[config.mk]
export PLATFORM = sky130hd
export DESIGN_NAME = bullet_pool
export DESIGN_NICKNAME = d
export VERILOG_FILES = /design/src/rtl/bullet_pkg.sv /design/src/rtl/bullet_slot.sv /design/src/rtl/bullet_pool.sv
export SDC_FILE = /design/constraint.sdc
export NUM_CORES = 1
export LEC_CHECK = 0
export BUFFER_PORTS_ARGS = -buffer_cell sky130_fd_sc_hd__buf_2
export CORE_ASPECT_RATIO = 0.6
export CORE_MARGIN = 3
export CORE_UTILIZATION = 50
export CTS_BUF_LIST = sky130_fd_sc_hd__clkbuf_16
export DETAILED_ROUTE_END_ITERATION = 12
export PLACE_DENSITY = 0.66
export SYNTH_ARGS = -nofsm -noshare
export SYNTH_HDL_FRONTEND = slang
export SYNTH_HIERARCHICAL = 1
export SYNTH_SLANG_ARGS = --single-unit
[constraint.sdc]
create_clock -name clk -period 7.85 [get_ports clk]
set_input_delay 0.785 -clock clk [delete_from_list [all_inputs] [get_ports clk]]
set_output_delay 0.785 -clock clk [all_outputs]
set_load 0.02 [all_outputs]
[src/rtl/bullet_pkg.sv]
// bullet_pkg: shared direction encodings, screen extents and coordinate widths for the bullet pool.
package bullet_pkg;
  localparam int X_W = 8;
  localparam int Y_W = 7;
  localparam int SCREEN_W = 160;
  localparam int SCREEN_H = 120;
  localparam logic [1:0] DIR_HOLD = 2'b00;
  localparam logic [1:0] DIR_POS = 2'b01;
  localparam logic [1:0] DIR_NEG = 2'b10;
endpackage

[src/rtl/bullet_slot.sv]
// bullet_slot: one bullet's state; loads on spawn, clears on kill, moves or expires on tick.
module bullet_slot
  import bullet_pkg::*;
#(
  parameter int MAX_LIFE = 200,
  parameter int SCR_W = 160,
  parameter int SCR_H = 120
) (
  input  logic           clk,
  input  logic           reset,
  input  logic           tick,
  input  logic           load,
  input  logic           kill,
  input  logic [X_W-1:0] ld_x,
  input  logic [Y_W-1:0] ld_y,
  input  logic [1:0]     ld_dx,
  input  logic [1:0]     ld_dy,
  output logic           active,
  output logic [X_W-1:0] x,
  output logic [Y_W-1:0] y
);
  localparam int LW = $clog2(MAX_LIFE + 1);
  logic [1:0] dx, dy;
  logic [LW-1:0] life;
  logic at_edge;
  logic [X_W-1:0] nx;
  logic [Y_W-1:0] ny;
  // The edge test runs before stepping, so x/y never wrap.
  assign at_edge = (dx == DIR_NEG && x == '0) || (dx == DIR_POS && x == X_W'(SCR_W - 1)) ||
                   (dy == DIR_NEG && y == '0) || (dy == DIR_POS && y == Y_W'(SCR_H - 1));
  assign nx = dx == DIR_POS ? x + 1'b1 : dx == DIR_NEG ? x - 1'b1 : x;
  assign ny = dy == DIR_POS ? y + 1'b1 : dy == DIR_NEG ? y - 1'b1 : y;
  always_ff @(posedge clk or posedge reset) begin
    if (reset) begin
      active <= 1'b0;
      x <= '0;
      y <= '0;
      dx <= DIR_HOLD;
      dy <= DIR_HOLD;
      life <= '0;
    end else if (load) begin
      active <= 1'b1;
      x <= ld_x;
      y <= ld_y;
      dx <= ld_dx;
      dy <= ld_dy;
      life <= LW'(MAX_LIFE);
    end else if (kill) begin
      active <= 1'b0;
    end else if (tick && active) begin
      if (life == '0 || at_edge) begin
        active <= 1'b0;
      end else begin
        life <= life - 1'b1;
        x <= nx;
        y <= ny;
      end
    end
  end
endmodule

[src/rtl/bullet_pool.sv]
// bullet_pool: fixed pool of bullet slots with tick-based movement, lowest-free allocation,
// kill decode and a round-robin registered scan port.
module bullet_pool #(
  parameter int NUM_BULLETS = 8,
  parameter int TICK_PERIOD = 10,
  parameter int MAX_LIFE = 200,
  parameter int SCREEN_W = 160,
  parameter int SCREEN_H = 120,
  parameter int IDX_W = $clog2(NUM_BULLETS)
) (
  input  logic             clk,
  input  logic             reset,
  input  logic             fire,
  input  logic [1:0]       dir_x,
  input  logic [1:0]       dir_y,
  input  logic [7:0]       ship_x,
  input  logic [6:0]       ship_y,
  input  logic             kill_valid,
  input  logic [IDX_W-1:0] kill_idx,
  output logic             fire_accept,
  output logic             pool_full,
  output logic [IDX_W:0]   active_count,
  output logic [IDX_W-1:0] scan_idx,
  output logic [7:0]       scan_x,
  output logic [6:0]       scan_y,
  output logic             scan_active
);
  import bullet_pkg::*;
  localparam int CW = $clog2(TICK_PERIOD);
  logic [CW-1:0] cnt;
  logic tick;
  logic [NUM_BULLETS-1:0] act, load, kill;
  logic [X_W-1:0] xs [NUM_BULLETS];
  logic [Y_W-1:0] ys [NUM_BULLETS];
  logic [IDX_W-1:0] sel, ptr;
  assign tick = cnt == CW'(TICK_PERIOD - 1);
  assign pool_full = &act;
  assign fire_accept = fire & ~pool_full;
  // Allocation looks only at registered flags, so a slot killed this cycle is not reused until next.
  always_comb begin
    sel = '0;
    active_count = '0;
    for (int i = NUM_BULLETS - 1; i >= 0; i--) if (!act[i]) sel = IDX_W'(i);
    for (int i = 0; i < NUM_BULLETS; i++) active_count = active_count + (IDX_W + 1)'(act[i]);
  end
  for (genvar g = 0; g < NUM_BULLETS; g++) begin : g_slot
    assign load[g] = fire_accept && sel == IDX_W'(g);
    assign kill[g] = kill_valid && kill_idx == IDX_W'(g);
    bullet_slot #(.MAX_LIFE(MAX_LIFE), .SCR_W(SCREEN_W), .SCR_H(SCREEN_H)) u_slot (
      .clk(clk),
      .reset(reset),
      .tick(tick),
      .load(load[g]),
      .kill(kill[g]),
      .ld_x(ship_x),
      .ld_y(ship_y),
      .ld_dx(dir_x),
      .ld_dy(dir_y),
      .active(act[g]),
      .x(xs[g]),
      .y(ys[g])
    );
  end
  always_ff @(posedge clk or posedge reset) begin
    if (reset) begin
      cnt <= '0;
      ptr <= '0;
      scan_idx <= '0;
      scan_x <= '0;
      scan_y <= '0;
      scan_active <= 1'b0;
    end else begin
      cnt <= tick ? '0 : cnt + 1'b1;
      ptr <= ptr == IDX_W'(NUM_BULLETS - 1) ? '0 : ptr + 1'b1;
      scan_idx <= ptr;
      scan_x <= xs[ptr];
      scan_y <= ys[ptr];
      scan_active <= act[ptr];
    end
  end
endmodule
* Word-level counts from Yosys, hierarchy flattened
Cells that the tools add are included.
Word-level totals: register bits 250, word-level logic and storage cells 553
Cells by class: add/subtract/negate cells 49, order comparisons 2, eq/ne operators 80, mux-type cells 178, bitwise logic cells 3, reductions and logical operators 187
Operators by type and width (count):
- 2-to-1 mux 8 bit | 82
- 2-to-1 mux 7 bit | 50
- zero test 8 bit | 16
- subtractor 8 x 1 -> 8 bit, second input constant | 16
- nonzero test 3 bit | 32
- adder 8 x 1 -> 8 bit, second input constant | 8
- == test 8 bit, second input constant | 8
- AND reduction 4 bit | 16
- adder 7 x 1 -> 7 bit, second input constant | 8
- == test 7 bit, second input constant | 8
- logical AND 1 bit | 56
- zero test 7 bit | 8
- subtractor 7 x 1 -> 7 bit, second input constant | 8
- 2-to-1 mux 1 bit | 33
- == test 2 x 1 -> 1 bit, second input constant | 16
- == test 2 bit, second input constant | 16
- logical OR 1 bit | 32
- inequality test 2 x 1 -> 1 bit, second input constant | 16
- == test 3 bit, second input constant | 9
- 2-to-1 mux 3 bit | 9
- binary-select mux 8 bit (select 3 bit) | 1
- AND reduction 3 bit | 8
- binary-select mux 7 bit (select 3 bit) | 1
- adder 4 x 1 -> 4 bit | 4
- 19 further kinds | 38

* Logic depth before layout (Yosys ltp)
word-level depth 12, depth in mapped cells 9, mapped depth without buffers 9

* Cells and area by module
Netlist, hierarchy kept.
By module, submodules not included:
- bullet_slot (g_slot[4].u_slot ...) | instances 4, cells each 214, area each 2028.2 sq um
- bullet_slot (g_slot[1].u_slot ...) | instances 3, cells each 214, area each 1983.2 sq um
- bullet_pool | instances 1, cells each 161, area each 2108.3 sq um
- bullet_slot (g_slot[0].u_slot) | instances 1, cells each 216, area each 2040.7 sq um

* Least setup slack after synthesis
No wires, ideal clock.
path type register to output, from reg g_slot[0].u_slot.active, to out active_count[2], arrival 2920 ps, path slack 4145 ps, cell stages (with the launch flop) 10, cell sequence dfrtp_1 fa_1 inv_1 fa_1 fa_1 inv_1 ha_1 inv_1 fa_1 xnor2_1
On the way: word-level cells in the longest chain between the ends 7
RTL lines:
- start: declaration | RTL line bullet_slot.sv:18 | output logic active,
- start signal: assignment | RTL line bullet_slot.sv:35 | active <= 1'b0;
- start signal: assignment | RTL line bullet_slot.sv:42 | active <= 1'b1;
- start signal: assignment | RTL line bullet_slot.sv:49 | active <= 1'b0;
- adder 1 x 1 -> 2 bit | RTL line bullet_pool.sv:44 | for (int i = 0; i < NUM_BULLETS; i++) active_count = active_count + (IDX_W + 1)'(act[i]);
- adder 2 x 1 -> 3 bit | RTL line bullet_pool.sv:44
- adder 3 x 1 -> 4 bit | RTL line bullet_pool.sv:44
- adder 4 x 1 -> 4 bit (4 in a row) | RTL line bullet_pool.sv:44
- end: declaration | RTL line bullet_pool.sv:22 | output logic [IDX_W:0] active_count,
Every way passes these cells.

* Worst setup path after layout
Ends and elaborated chain as after synthesis.

==> metrics.cfg <==
[routing]
drt_iter0_drc = 1713
wl_per_cell_um = 21.9
vias = 14800
drc_errors = 0
drt-total-wl_um = 52700
detail_route.first_pass.iterations = 5
viasPerCell = 6.14
drtAntennaViolNets = 0

[clocking]
cts_buffers = 27
cts_resized = 0
clk_path_buf_depth = 3
clock_sinks = 250
htreeDepth = 1
hold_buffers = 0
cts-root-buf = clkbuf_16
cts.clk_slew.worst_paths_ps = 70
clk_latency_ps = 560
cts_tree = done
postCtsSetupBuffers = 0

[power]
internal-power_uw = 5150
p_per_area_mw_per_mm2 = 480
p_clk_share_pct = 14.5
switching_share_pct = 46.0
power_frac_comb_pct = 57.8
ir_drop_mv = 0.613
p_leak_uw = 0.00813
seqPwrFrac_pct = 27.7
netSwitchingPower_uw = 4390

[cells_and_area]
nets = 2077
layout_commonest_cell = dfrtp_1
synthToLayoutAreaGrowth_pct = 9.08
diodes = 0
fin_area_mm2 = 0.0199
layout_common_cells = dfrtp_1 (249), nand2_1 (217), o21ai_0 (132)
layout-drive-gt1-share_pct = 14.9

[setup_path]
critical_path_arrival_ps = 3540
cp.required_ps = 7070
endpoint = active_count[2]
cp_common_cell = fa_1
startpoint_type = flop
crit_path_end_kind = primary output
r2r-end = g_slot[7].u_slot/x[7]
r2r_start = g_slot[4].u_slot/active
crit_path_top_delay_cell = fa_1
path_max_fanout = 9
critPathMaxStageDelay_ps = 560
r2r_slack_ps = 4820
rr_worst_depth = 9
path_cells = fa_1 > inv_1 > fa_1 > fa_1 > inv_1 > ha_1 > inv_1 > fa_1 > xnor2_1 > buf_2
crit_type = reg -> out
cp-startpoint = g_slot[0].u_slot/active

[synth]
syn-cell-area_mm2 = 0.0182
ys_ff_latch = 250
synth_seq_area_share_pct = 34.4
synth_nets = 2031
ys_warn_count = 6
synth_cell_types = 67
synth-edff-count = 0
syn_area_per_cell_um2 = 9.71
synth_cells = 1875
async_reset_ff_share_pct = 100
synth_flop_cell = dfrtp_1

[floorplanning]
core_area_mm2 = 0.0355
pin_count = 51
die_x_um = 252
die_area_mm2 = 0.0388
rows = 53
die_h_um = 154
start_util_pct = 51.3

[timing]
max-slew-margin-rel_pct = 18.0
fmax_mhz = 231
hold_violations = 0
holdWs_ps = 220
period_needed_ps = 4330
fin_crit_sh_pct = 55.2
setup_viol = 0
drv_slew = 0
grt_setup_unrepaired = no
worst-slew-pin-transition_ps = 1230
tns_ps = 0
finClkSkew_ps = 10.7
fin_ws_ps = 3520

[global_route]
gr-total-overflow = 0
antenna_found_initial = 0
grt_start_max_net_pins = 44
grt_use_total_pct = 27.5
grt_pass1_wl_um = 82900
grt_pass1_vias = 14000

[placed_design]
gp_congestion = 0.948
dpl_cell_area_mm2 = 0.0189
dp_slack_ps = 4120
portBuffers = 50
place_hpwl_um = 38000

[worst_hold_path]
min_path_type = in -> async

[run_status]
status = complete, no violations

[flow_run]
drv_cap = 0

## worst max-delay path: cells and delay by family, from the launching register on
family                   cells  cell delay (ps)
adder cells (fa/ha/maj)      5             2010
flip-flops                   1              480
buffers and inverters        4              360
XOR/XNOR                     1              140
## cell usage after synthesis (13+ instances only)
library cell,number,share of area (%)
nor3_1,20,0.55
o211ai_1,33,1.4
nor2_1,94,1.9
fa_1,20,2.2
nor4b_1,13,0.63
nand4_1,21,0.72
or3_1,41,1.4
xor2_1,42,2.0
nand2_1,217,4.5
mux2_2,48,3.0
xnor2_1,84,4.0
dfrtp_1,250,34
mux4_2,31,3.8
mux2i_1,94,5.2
nand3_1,45,1.2
o31ai_1,25,1.0
nor4_1,25,0.86
or4_1,20,0.82
clkbuf_1,34,0.70
ha_1,110,7.6
inv_1,106,2.2
nor2b_1,39,1.3
o21ai_0,132,3.6
a21oi_1,98,2.7
o21ai_1,19,0.52
nand2b_1,14,0.48
## layout make-up
type,count,area (um2)
Timing Repair Buffer,67,378
Tap cell,467,584
Clock inverter,21,249
Sequential cell,250,6260
Fill cell,3108,15600
Clock buffer,27,676
Multi-Input combinational cell,1469,11300
Inverter,106,398
## power groups by stage
stage	combinational [uW]	sequential [uW]	clock (uW)
floorplan	4400	2340	0
global placement	5250	2590	0
detailed placement	5420	2610	0
CTS	5460	2600	1410
global route	6200	2710	1460
finish	5510	2650	1380
## registers in the layout, indices dropped and copies added, names as in the netlist
signal                cells
ptr                       3
g_slot.u_slot/y          56
scan_y                    7
scan_x                    8
cnt                       4
g_slot.u_slot/x          64
scan_idx                  3
g_slot.u_slot/active      8
scan_active               1
g_slot.u_slot/dx         16
g_slot.u_slot/dy         16
g_slot.u_slot/life       64
## worst min path at each step
stage / to / slack [ps] / startpoint / cells after the start
after global placement: cnt[2] / 500 / cnt[2] / 1
after global routing: g_slot[5].u_slot/active / 220 / reset / 2
final: g_slot[5].u_slot/active / 220 / reset / 2
after CTS: g_slot[5].u_slot/active / 190 / reset / 2
after floorplan: scan_idx[0] / 370 / ptr[0] / 0
after detailed placement: cnt[2] / 510 / cnt[2] / 1
## stage by stage
step,total power (uW),cells,util [%]
2_1_floorplan,6740,1875,-
3_3_place_gp,7840,2359,53.4
3_5_place_dp,8040,2359,53.4
4_1_cts,9480,2407,56.0
5_1_grt,10400,2407,56.0
6_report,9540,2407,56.0
## metal layers
layer  up-vias  global-route usage (%)  routed length (um)
met5         -                       0                   0
met1      7262                    43.6               25300
li1       6884                       -                   -
met3        84                    8.84                5990
met2       537                    35.7               20100
met4         0                    6.45                1310
## cell families (layout without fill, tap and decap cells)
group	after synthesis	after routing	synth area share (%)
buffers and inverters	156	221	3.66
XOR/XNOR	126	126	6.06
flip-flops	250	250	34.4
AO/OA/AOI/OAI	356	356	11.7
adder cells (fa/ha/maj)	130	130	9.76
multiplexers	177	177	12.3
AND/OR/NAND/NOR	680	680	22.2
Note: power is estimated with default switching activity, not from simulation.
